## src/rtl/fmap_rd_resp.sv

```systemverilog
// Feature-map read responder: queues burst requests, streams each burst from a
// 1-cycle-latency SRAM. Optional `FMAP_RD_RREADY_EN adds rready backpressure via a skid buffer.
module fmap_rd_resp #(
    parameter int AW        = 32,
    parameter int DW        = 16,
    parameter int MEM_AW    = 16,
    parameter int MAX_BLOG2 = 5,
    parameter int QDEPTH    = 2
) (
    input  logic              clk,
    input  logic              rst_n,
    input  logic [AW-1:0]     araddr,
    input  logic              arvalid,
    input  logic [3:0]        arburst,
    output logic              arready,
    output logic              mem_en,
    output logic [MEM_AW-1:0] mem_addr,
    input  logic [DW-1:0]     mem_rdata,
    output logic [DW-1:0]     rdata,
    output logic              rvalid,
    output logic              rlast,
`ifdef FMAP_RD_RREADY_EN
    input  logic              rready,
`endif
    output logic              ovf_err
);

    localparam int BCW = (MAX_BLOG2 > 0) ? MAX_BLOG2 : 1;
    localparam int QPW = (QDEPTH > 1) ? $clog2(QDEPTH) : 1;
    localparam int QCW = $clog2(QDEPTH + 1);
    localparam logic [3:0] MAX_B = 4'(MAX_BLOG2);

    typedef enum logic {IDLE, BURST} state_t;

    state_t           state, next_state;
    logic [AW-1:0]    q_addr  [QDEPTH];
    logic [3:0]       q_blog2 [QDEPTH];
    logic [QPW-1:0]   q_wr, q_rd;
    logic [QCW-1:0]   q_cnt;
    logic             q_empty, q_full, enq, deq, clamp;
    logic [3:0]       req_blog2;
    logic [BCW-1:0]   head_beat, beat_q, cur_beat;
    logic [AW-1:0]    addr_q, cur_addr;
    logic             issue, last_beat, can_issue;
    logic             ret_valid, ret_last;

    function automatic logic [QPW-1:0] ptr_inc(input logic [QPW-1:0] p);
        return (p == QPW'(QDEPTH - 1)) ? '0 : p + 1'b1;
    endfunction

    assign q_empty   = (q_cnt == '0);
    assign q_full    = (q_cnt == QCW'(QDEPTH));
    assign clamp     = (arburst > MAX_B);
    assign req_blog2 = clamp ? MAX_B : arburst;
    assign arready   = !q_full || deq;
    assign enq       = arvalid && arready;
    // Beats minus one for the head entry: all-ones mask shortened by the clamp headroom.
    assign head_beat = {BCW{1'b1}} >> (MAX_B - q_blog2[q_rd]);

    // NOTE: queue storage has no reset; entries are only read once q_cnt marks them valid.
    always_ff @(posedge clk) begin
        if (enq) begin
            q_addr[q_wr]  <= araddr;
            q_blog2[q_wr] <= req_blog2;
        end
    end

    // NOTE: sequential state uses non-blocking assignments so every flop samples pre-edge values.
    always_ff @(posedge clk) begin
        if (!rst_n) begin
            q_wr  <= '0;
            q_rd  <= '0;
            q_cnt <= '0;
        end else begin
            if (enq) q_wr <= ptr_inc(q_wr);
            if (deq) q_rd <= ptr_inc(q_rd);
            case ({enq, deq})
                2'b10:   q_cnt <= q_cnt + 1'b1;
                2'b01:   q_cnt <= q_cnt - 1'b1;
                default: q_cnt <= q_cnt;
            endcase
        end
    end

    always_ff @(posedge clk) begin
        if (!rst_n) state <= IDLE;
        else        state <= next_state;
    end

    always_comb begin
        next_state = state;
        case (state)
            IDLE:    if (issue && cur_beat != '0) next_state = BURST;
            BURST:   if (issue && beat_q == '0 && q_empty) next_state = IDLE;
            default: next_state = IDLE;
        endcase
    end

    // NOTE: every output of this block gets a default first, so no latch is inferred.
    // IDLE issues the head's first beat directly, giving mem_en the cycle after enqueue.
    always_comb begin
        issue    = 1'b0;
        deq      = 1'b0;
        cur_addr = addr_q;
        cur_beat = beat_q;
        case (state)
            IDLE: if (!q_empty && can_issue) begin
                issue    = 1'b1;
                deq      = 1'b1;
                cur_addr = q_addr[q_rd];
                cur_beat = head_beat;
            end
            BURST: if (can_issue) begin
                issue = 1'b1;
                deq   = (beat_q == '0) && !q_empty;
            end
            default: ;
        endcase
        last_beat = issue && (cur_beat == '0);
        mem_en    = issue;
        mem_addr  = issue ? cur_addr[MEM_AW-1:0] : '0;
    end

    always_ff @(posedge clk) begin
        if (!rst_n) begin
            addr_q <= '0;
            beat_q <= '0;
        end else if (issue) begin
            if (state == BURST && deq) begin
                addr_q <= q_addr[q_rd];
                beat_q <= head_beat;
            end else begin
                addr_q <= cur_addr + 1'b1;
                beat_q <= cur_beat - 1'b1;
            end
        end
    end

    always_ff @(posedge clk) begin
        if (!rst_n) begin
            ret_valid <= 1'b0;
            ret_last  <= 1'b0;
            ovf_err   <= 1'b0;
        end else begin
            ret_valid <= issue;
            ret_last  <= last_beat;
            if (arvalid && (!arready || clamp)) ovf_err <= 1'b1;
        end
    end

`ifdef FMAP_RD_RREADY_EN
    logic [DW-1:0] sk_data [2];
    logic          sk_last [2];
    logic          sk_wr, sk_rd, pop;
    logic [1:0]    sk_cnt;
    logic [2:0]    occ_next;

    assign pop      = (sk_cnt != 2'd0) && rready;
    // Occupancy at the edge the next SRAM word would land; must leave it one slot.
    assign occ_next = {1'b0, sk_cnt} + {2'b00, ret_valid} - {2'b00, pop};
    assign can_issue = (occ_next <= 3'd1);

    always_ff @(posedge clk) begin
        if (ret_valid) begin
            sk_data[sk_wr] <= mem_rdata;
            sk_last[sk_wr] <= ret_last;
        end
    end

    always_ff @(posedge clk) begin
        if (!rst_n) begin
            sk_wr  <= 1'b0;
            sk_rd  <= 1'b0;
            sk_cnt <= 2'd0;
        end else begin
            if (ret_valid) sk_wr <= ~sk_wr;
            if (pop)       sk_rd <= ~sk_rd;
            case ({ret_valid, pop})
                2'b10:   sk_cnt <= sk_cnt + 2'd1;
                2'b01:   sk_cnt <= sk_cnt - 2'd1;
                default: sk_cnt <= sk_cnt;
            endcase
        end
    end

    assign rvalid = (sk_cnt != 2'd0);
    assign rdata  = rvalid ? sk_data[sk_rd] : '0;
    assign rlast  = rvalid && sk_last[sk_rd];
`else
    assign can_issue = 1'b1;
    assign rvalid    = ret_valid;
    assign rlast     = ret_last;
    assign rdata     = ret_valid ? mem_rdata : '0;
`endif

endmodule

```

## config.mk

```make
export PLATFORM = sky130hd
export DESIGN_NAME = fmap_rd_resp
export DESIGN_NICKNAME = d
export VERILOG_FILES = /design/src/rtl/fmap_rd_resp.sv
export SDC_FILE = /design/constraint.sdc
export NUM_CORES = 1
export LEC_CHECK = 0
export CAP_MARGIN = 25
export CORE_ASPECT_RATIO = 0.7
export CORE_MARGIN = 5
export CORE_UTILIZATION = 42
export CTS_BUF_LIST = sky130_fd_sc_hd__clkbuf_4 sky130_fd_sc_hd__clkbuf_8
export DETAILED_ROUTE_END_ITERATION = 16
export GPL_TIMING_DRIVEN = 0
export PLACE_DENSITY = 0.65
export SYNTH_ARGS = -nofsm -noshare
export SYNTH_HDL_FRONTEND = slang
export SYNTH_SLANG_ARGS = --single-unit
```

## constraint.sdc

```tcl
create_clock -name clk -period 4.3 [get_ports clk]
set_clock_uncertainty 0.2 [all_clocks]
set_input_delay 0.645 -clock clk [delete_from_list [all_inputs] [get_ports clk]]
set_output_delay 0.645 -clock clk [all_outputs]
set_load 0.02 [all_outputs]
```

* Yosys cells after proc, flatten, opt, wreduce, memory -nomap -nowiden
Memory sizes are Yosys's and may differ from the RTL's. A register that Yosys moved wholly into a read port is not among the register bits.
Index checks and enable logic that the tools add are counted.
** Storage, ports and cells
- Memory bits (writable) :: 72
- Memories :: 2
- Output and inout port bits :: 37
- Input bits :: 55
- Bits in registers :: 45
** Cells by class
- Mux-type cells :: 24
- Magnitude comparators :: 1
- Shifts and indexed selects :: 1
- Bitwise logic cells :: 1
- Add/subtract/negate cells :: 7
- Reductions and logical operators :: 18
- Equal/unequal tests :: 3
** Memories
- q_addr :: words 2, bits a word 32, rd ports 1, clocked after memory_dff 1, wr ports 1, RTL line 36 : logic [AW-1:0] q_addr [QDEPTH];
- q_blog2 :: words 2, bits a word 4, rd ports 1, clocked after memory_dff 1, wr ports 1, RTL line 37 : logic [3:0] q_blog2 [QDEPTH];
** Operators with widths (count)
- 32-bit 2-to-1 mux :: 3
- 32-bit by 1-bit adder with 32-bit output (second input constant) :: 1
- 16-bit 2-to-1 mux :: 2
- 5-bit 2-to-1 mux :: 3
- 1-bit 2-to-1 mux :: 11
- 5-bit zero test :: 2
- 1-bit logical AND :: 8
- 1-bit case mux with 2 select lines :: 3
- 5-bit nonzero test :: 1
- 5-bit by 4-bit >> shifter with 5-bit output (first input constant) :: 1
- 5-bit by 1-bit subtractor with 5-bit output (second input constant) :: 1
- 2-bit == test (second input constant) :: 2
- 4-bit by 3-bit greater-than comparator with 1-bit output (second input constant) :: 1
- 4-bit 2-to-1 mux :: 1
- 2-bit case mux with 2 select lines :: 1
- 3-bit by 4-bit subtractor with 4-bit output (first input constant) :: 1
- 1-bit zero test :: 3
- 1-bit adder (second input constant) :: 2
- 2-bit by 1-bit adder with 2-bit output (second input constant) :: 1
- 2-bit by 1-bit == test with 1-bit output (second input constant) :: 1
- 2-bit zero test :: 1
- 1-bit logical OR :: 2
- 2-bit nonzero test :: 1
- 2-bit by 1-bit subtractor with 2-bit output (second input constant) :: 1
- 1-bit inverter :: 1

* Longest topological paths before layout
- Word-level depth :: 8
- Gate-level depth with buffers :: 15

* Worst setup path before layout
OpenSTA, ideal clock, no wires.
- Path kind :: flip-flop to flip-flop
- Start point :: reg state
- End point :: reg addr_q[14]
- Stages on the path, launching flop included :: 16
- Arrival :: 2.919 ns
- Required time :: 3.986 ns
- Library setup time :: 0.114 ns
- Setup slack :: 1.067 ns
- Path buffers :: 5
- Cell sequence :: dfxtp_1 > buf_6 > o21bai_4 > buf_4 > buf_2 > buf_2 > buf_2 > nand2_1 > o21ai_0 > ha_1 > inv_1 > or4_4 > o2bb2a_4 > nand4b_1 > xor2_1 > a21o_1
** Between the ends
- Longest elaborated chain between the ends :: 4
- Elaborated cells between the ends (all ways) :: 7
- Classes of those cells :: add/sub (1); mux (4); bitwise (1); reduce/logical (1)
** Ends and longest elaborated chain
- start: declaration :: RTL line 35 : state_t state, next_state;
- start signal: assignment :: RTL line 87 : else state <= next_state;
- parallel branches: the longest is 4 deep, another holds 32-bit by 1-bit adder with 32-bit output
- end signal: assignment :: RTL line 130 : addr_q <= q_addr[q_rd];
- end signal: assignment :: RTL line 133 : addr_q <= cur_addr + 1'b1;
- end: declaration :: RTL line 43 : logic [AW-1:0] addr_q, cur_addr;
Parallel ways; which one is timed is not known.
A chain may end at the register's enable or synchronous reset.

* Worst setup path in the final report
- Start point :: reg q_cnt[0]
- End point :: out mem_addr[1]
** Between the ends
- Longest elaborated chain between the ends :: 4
- Elaborated cells between the ends (all ways) :: 6
- Classes of those cells :: mux (5); reduce/logical (1)
** Ends and longest elaborated chain
- start: declaration :: RTL line 39 : logic [QCW-1:0] q_cnt;
- start signal: assignment :: RTL line 78 : 2'b10: q_cnt <= q_cnt + 1'b1;
- start signal: assignment :: RTL line 79 : 2'b01: q_cnt <= q_cnt - 1'b1;
- start signal: assignment :: RTL line 80 : default: q_cnt <= q_cnt;
- 2-bit zero test * :: RTL line 51 : assign q_empty = (q_cnt == '0);
- 1-bit 2-to-1 mux or 32-bit 2-to-1 mux (tied branches) :: RTL line 107 : IDLE: if (!q_empty && can_issue) begin
- 1-bit case mux with 2 select lines or 32-bit 2-to-1 mux (tied branches) :: RTL line 106 : case (state)
- 16-bit 2-to-1 mux * :: RTL line 121 : mem_addr = issue ? cur_addr[MEM_AW-1:0] : '0;
- end: declaration :: RTL line 17 : output logic [MEM_AW-1:0] mem_addr,
Every way passes the cells marked *; elsewhere a longest branch is shown, timed or not.

==> flow_summary.toml <==
[global_routing]
grtUsageTotal = 0.191
antenna_found_initial = 0
grt_pass1_vias = 3311
grt_pass1_wl_um = 17400
grt_max_degree = 21
grt-ovfl-total = 0

[worst_hold_path]
worstHoldPathType = "reg2reg"

[cts]
htreeDepth = 3
cts-root-buf = "clkbuf_8"
numCtsBuffers = 9
clk_pin_slew_ps = 90
ctsHoldBuffers = 0
worstSkewPairLatency_ps = 350
cts_tree = "done"
post_cts_buffers = 0
clockBufferDepth = 2
post_cts_resized = 0
clock-sinks = 70

[yosys]
ys_async_sr_fraction = 0
synth_area_per_cell_um2 = 9.60
ys_seq_elements = 70
synth_cell_types = 61
yosys_most_used_dff = "edfxtp_1"
ys_seq_area_frac = 0.459
synth-warning-count = 0
synth_area_um2 = 3930
syn_inst = 409
synth-edff-count = 40

[sta]
worst_pin_slew_ps = 961
relSlewSlack = 0.359
rsz0062_at_grt = "false"
hold_viol_final = 0
fin_crit_sh = 0.916
fmax_mhz = 254
finalSetupViolations = 0
drv_slew = 0
fin_crit_ps = 3940
fin_setup_tns_ps = 0

[worst_setup_path]
critPathKind = "reg2out"
critPathRequiredTime_ps = 3450
end_kind = "output port"
arrival_ps = 3090
crit_fanout = 10
start_kind = "register"

[place]
hpwl_um = 8130
io_buffers = 75
dp.cells = 610
gp_congestion = 0.952

[route]
initialDrtViolationCount = 311
wl_per_cell_um = 17.7
drc = 0
dr.pass1.iters = 6
via_count = 3547
finalWirelength_um = 11100
postRouteAntennaNets = 0
vias_per_cell = 5.67

[power]
irDropWorstVdd_mv = 0.268
p_per_area_nw_per_um2 = 622
finalPower_w = 0.00316
p_leak_nw = 1.86

[final_layout]
multi_input_area_um2 = 1990
drive_gt1_frac = 0.0916
finalNetCount = 558
stdcell_count = 626
diodes = 0
n_fill_cell = 814
seq_area_um2 = 1800
areaGrowthSynthToFinish_pct = 29.4

[floorplanning]
pin_count = 92
die_x_um = 126
initial_core_util = 0.431
die_area_um2 = 11400
die_y_um = 90.9
std_cell_rows = 29
coreArea_um2 = 9110

[job]
timing.max_cap.violations = 0

[run_status]
status = "completed"
layer usage:
layer  vias to the layer above  global-route usage  routed length [um]
met3                        10              0.0668                1270
li1                       1665                   -                   -
met2                       205               0.280                4650
met4                         0              0.0478                  51
met1                      1667               0.269                5140
met5                         -                   0                   0
layout by cell type, fill, tap and decap left out, types with 5 or more instances in the layout:
| master | netlist | routed |
|---|---|---|
| edfxtp_1 | 40 | 40 |
| clkbuf_8 | 0 | 9 |
| o21ai_0 | 26 | 26 |
| and3_1 | 6 | 6 |
| clkbuf_1 | 9 | 9 |
| nor2_1 | 30 | 29 |
| and2_1 | 26 | 26 |
| a21oi_1 | 25 | 25 |
| nand3_1 | 13 | 13 |
| or2_2 | 5 | 5 |
| nor2b_1 | 5 | 5 |
| dfxtp_1 | 30 | 30 |
| xnor2_1 | 11 | 11 |
| ha_1 | 6 | 6 |
| mux2i_1 | 17 | 17 |
| nand2_1 | 46 | 46 |
| buf_2 | 5 | 5 |
| o211ai_1 | 8 | 8 |
| nor3_1 | 8 | 8 |
| a22o_1 | 7 | 7 |
| xor2_1 | 5 | 5 |
| inv_1 | 6 | 6 |
| clkdlybuf4s50_1 | 0 | 75 |
logic make-up (layout without fill, tap and decap cells):
| family | count (synthesis) | after routing | synth area share |
|---|---|---|---|
| AND/OR/NAND/NOR | 165 | 165 | 0.219 |
| AO/OA/AOI/OAI | 102 | 102 | 0.176 |
| flip-flops | 70 | 70 | 0.459 |
| buffers and inverters | 28 | 120 | 0.0360 |
| multiplexers | 21 | 21 | 0.0548 |
| XOR/XNOR | 16 | 16 | 0.0357 |
| adder cells (fa/ha/maj) | 6 | 6 | 0.0191 |
| other | 1 | 2 | 0.000955 |
stage by stage:
stage	setup WS (ps)	cell area [um^2]	hold WS (ps)	utilization
after floorplan	1070	3930	250	-
after global placement	492	4840	272	0.531
after detailed placement	490	4850	282	0.533
after CTS	375	5080	294	0.558
after global routing	157	5080	308	0.558
final	363	5080	298	0.558
critical path, stage by stage (launching register included):
cell and delay [ps]:
dfxtp_1 400, o21bai_4 300, buf_4 260, buf_2 240, buf_2 260, buf_2 270, nand2_1 70, o21ai_0 140
and2_1 200, clkdlybuf4s50_1 610
Yosys cell counts, drive strengths merged, types with 9 or more instances:
cell	n	share of area
edfxtp	40	0.31
a21oi	26	0.034
and2	26	0.041
mux2i	17	0.043
dfxtp	30	0.15
buf	12	0.021
nand3	14	0.019
clkbuf	9	0.0086
o21ai	26	0.033
xnor2	11	0.025
nand2	46	0.044
nor3	10	0.015
nor2	30	0.029
area by class of cell:
cell class | count | share of cell area
Clock buffer | 9 | 0.0244
Tap cell | 124 | 0.0305
Timing Repair Buffer | 76 | 0.151
Clock inverter | 7 | 0.0204
Buffer | 21 | 0.0227
Sequential cell | 70 | 0.355
Inverter | 7 | 0.00517
Multi-Input combinational cell | 312 | 0.392
final timing paths:
path / from / end / slack (ps) / cells after the start
worst max-delay path: q_cnt[0]$_SDFFE_PN0P_ / mem_addr[1] / 360 / 9
worst min-delay path: addr_q[1]$_SDFFE_PN0N_ / addr_q[1]$_SDFFE_PN0N_ / 300 / 2
worst max register to register: q_cnt[0]$_SDFFE_PN0P_ / addr_q[14]$_SDFFE_PN0N_ / 370 / 14
worst min register to register: addr_q[1]$_SDFFE_PN0N_ / addr_q[1]$_SDFFE_PN0N_ / 300 / 2
sequential cells by signal, summed over array words and instances, names as in the netlist, named ones only:
| name | count |
|---|---|
| q_addr | 32 |
| beat_q | 5 |
| q_cnt | 2 |
| q_blog2 | 8 |
| state | 1 |
| q_wr | 1 |
| rlast | 1 |
| addr_q | 16 |
| rvalid | 1 |
| ovf_err | 1 |
| q_rd | 1 |
power breakdown:
part | switching [W] | leakage [nW] | internal [W]
Combinational | 0.000946 | 1.13 | 0.000656
Sequential | 0.000103 | 0.620 | 0.000833
Clock | 0.000288 | 0.115 | 0.000335
Total | 0.00134 | 1.86 | 0.00182
Note: power is estimated with default switching activity, not from simulation.
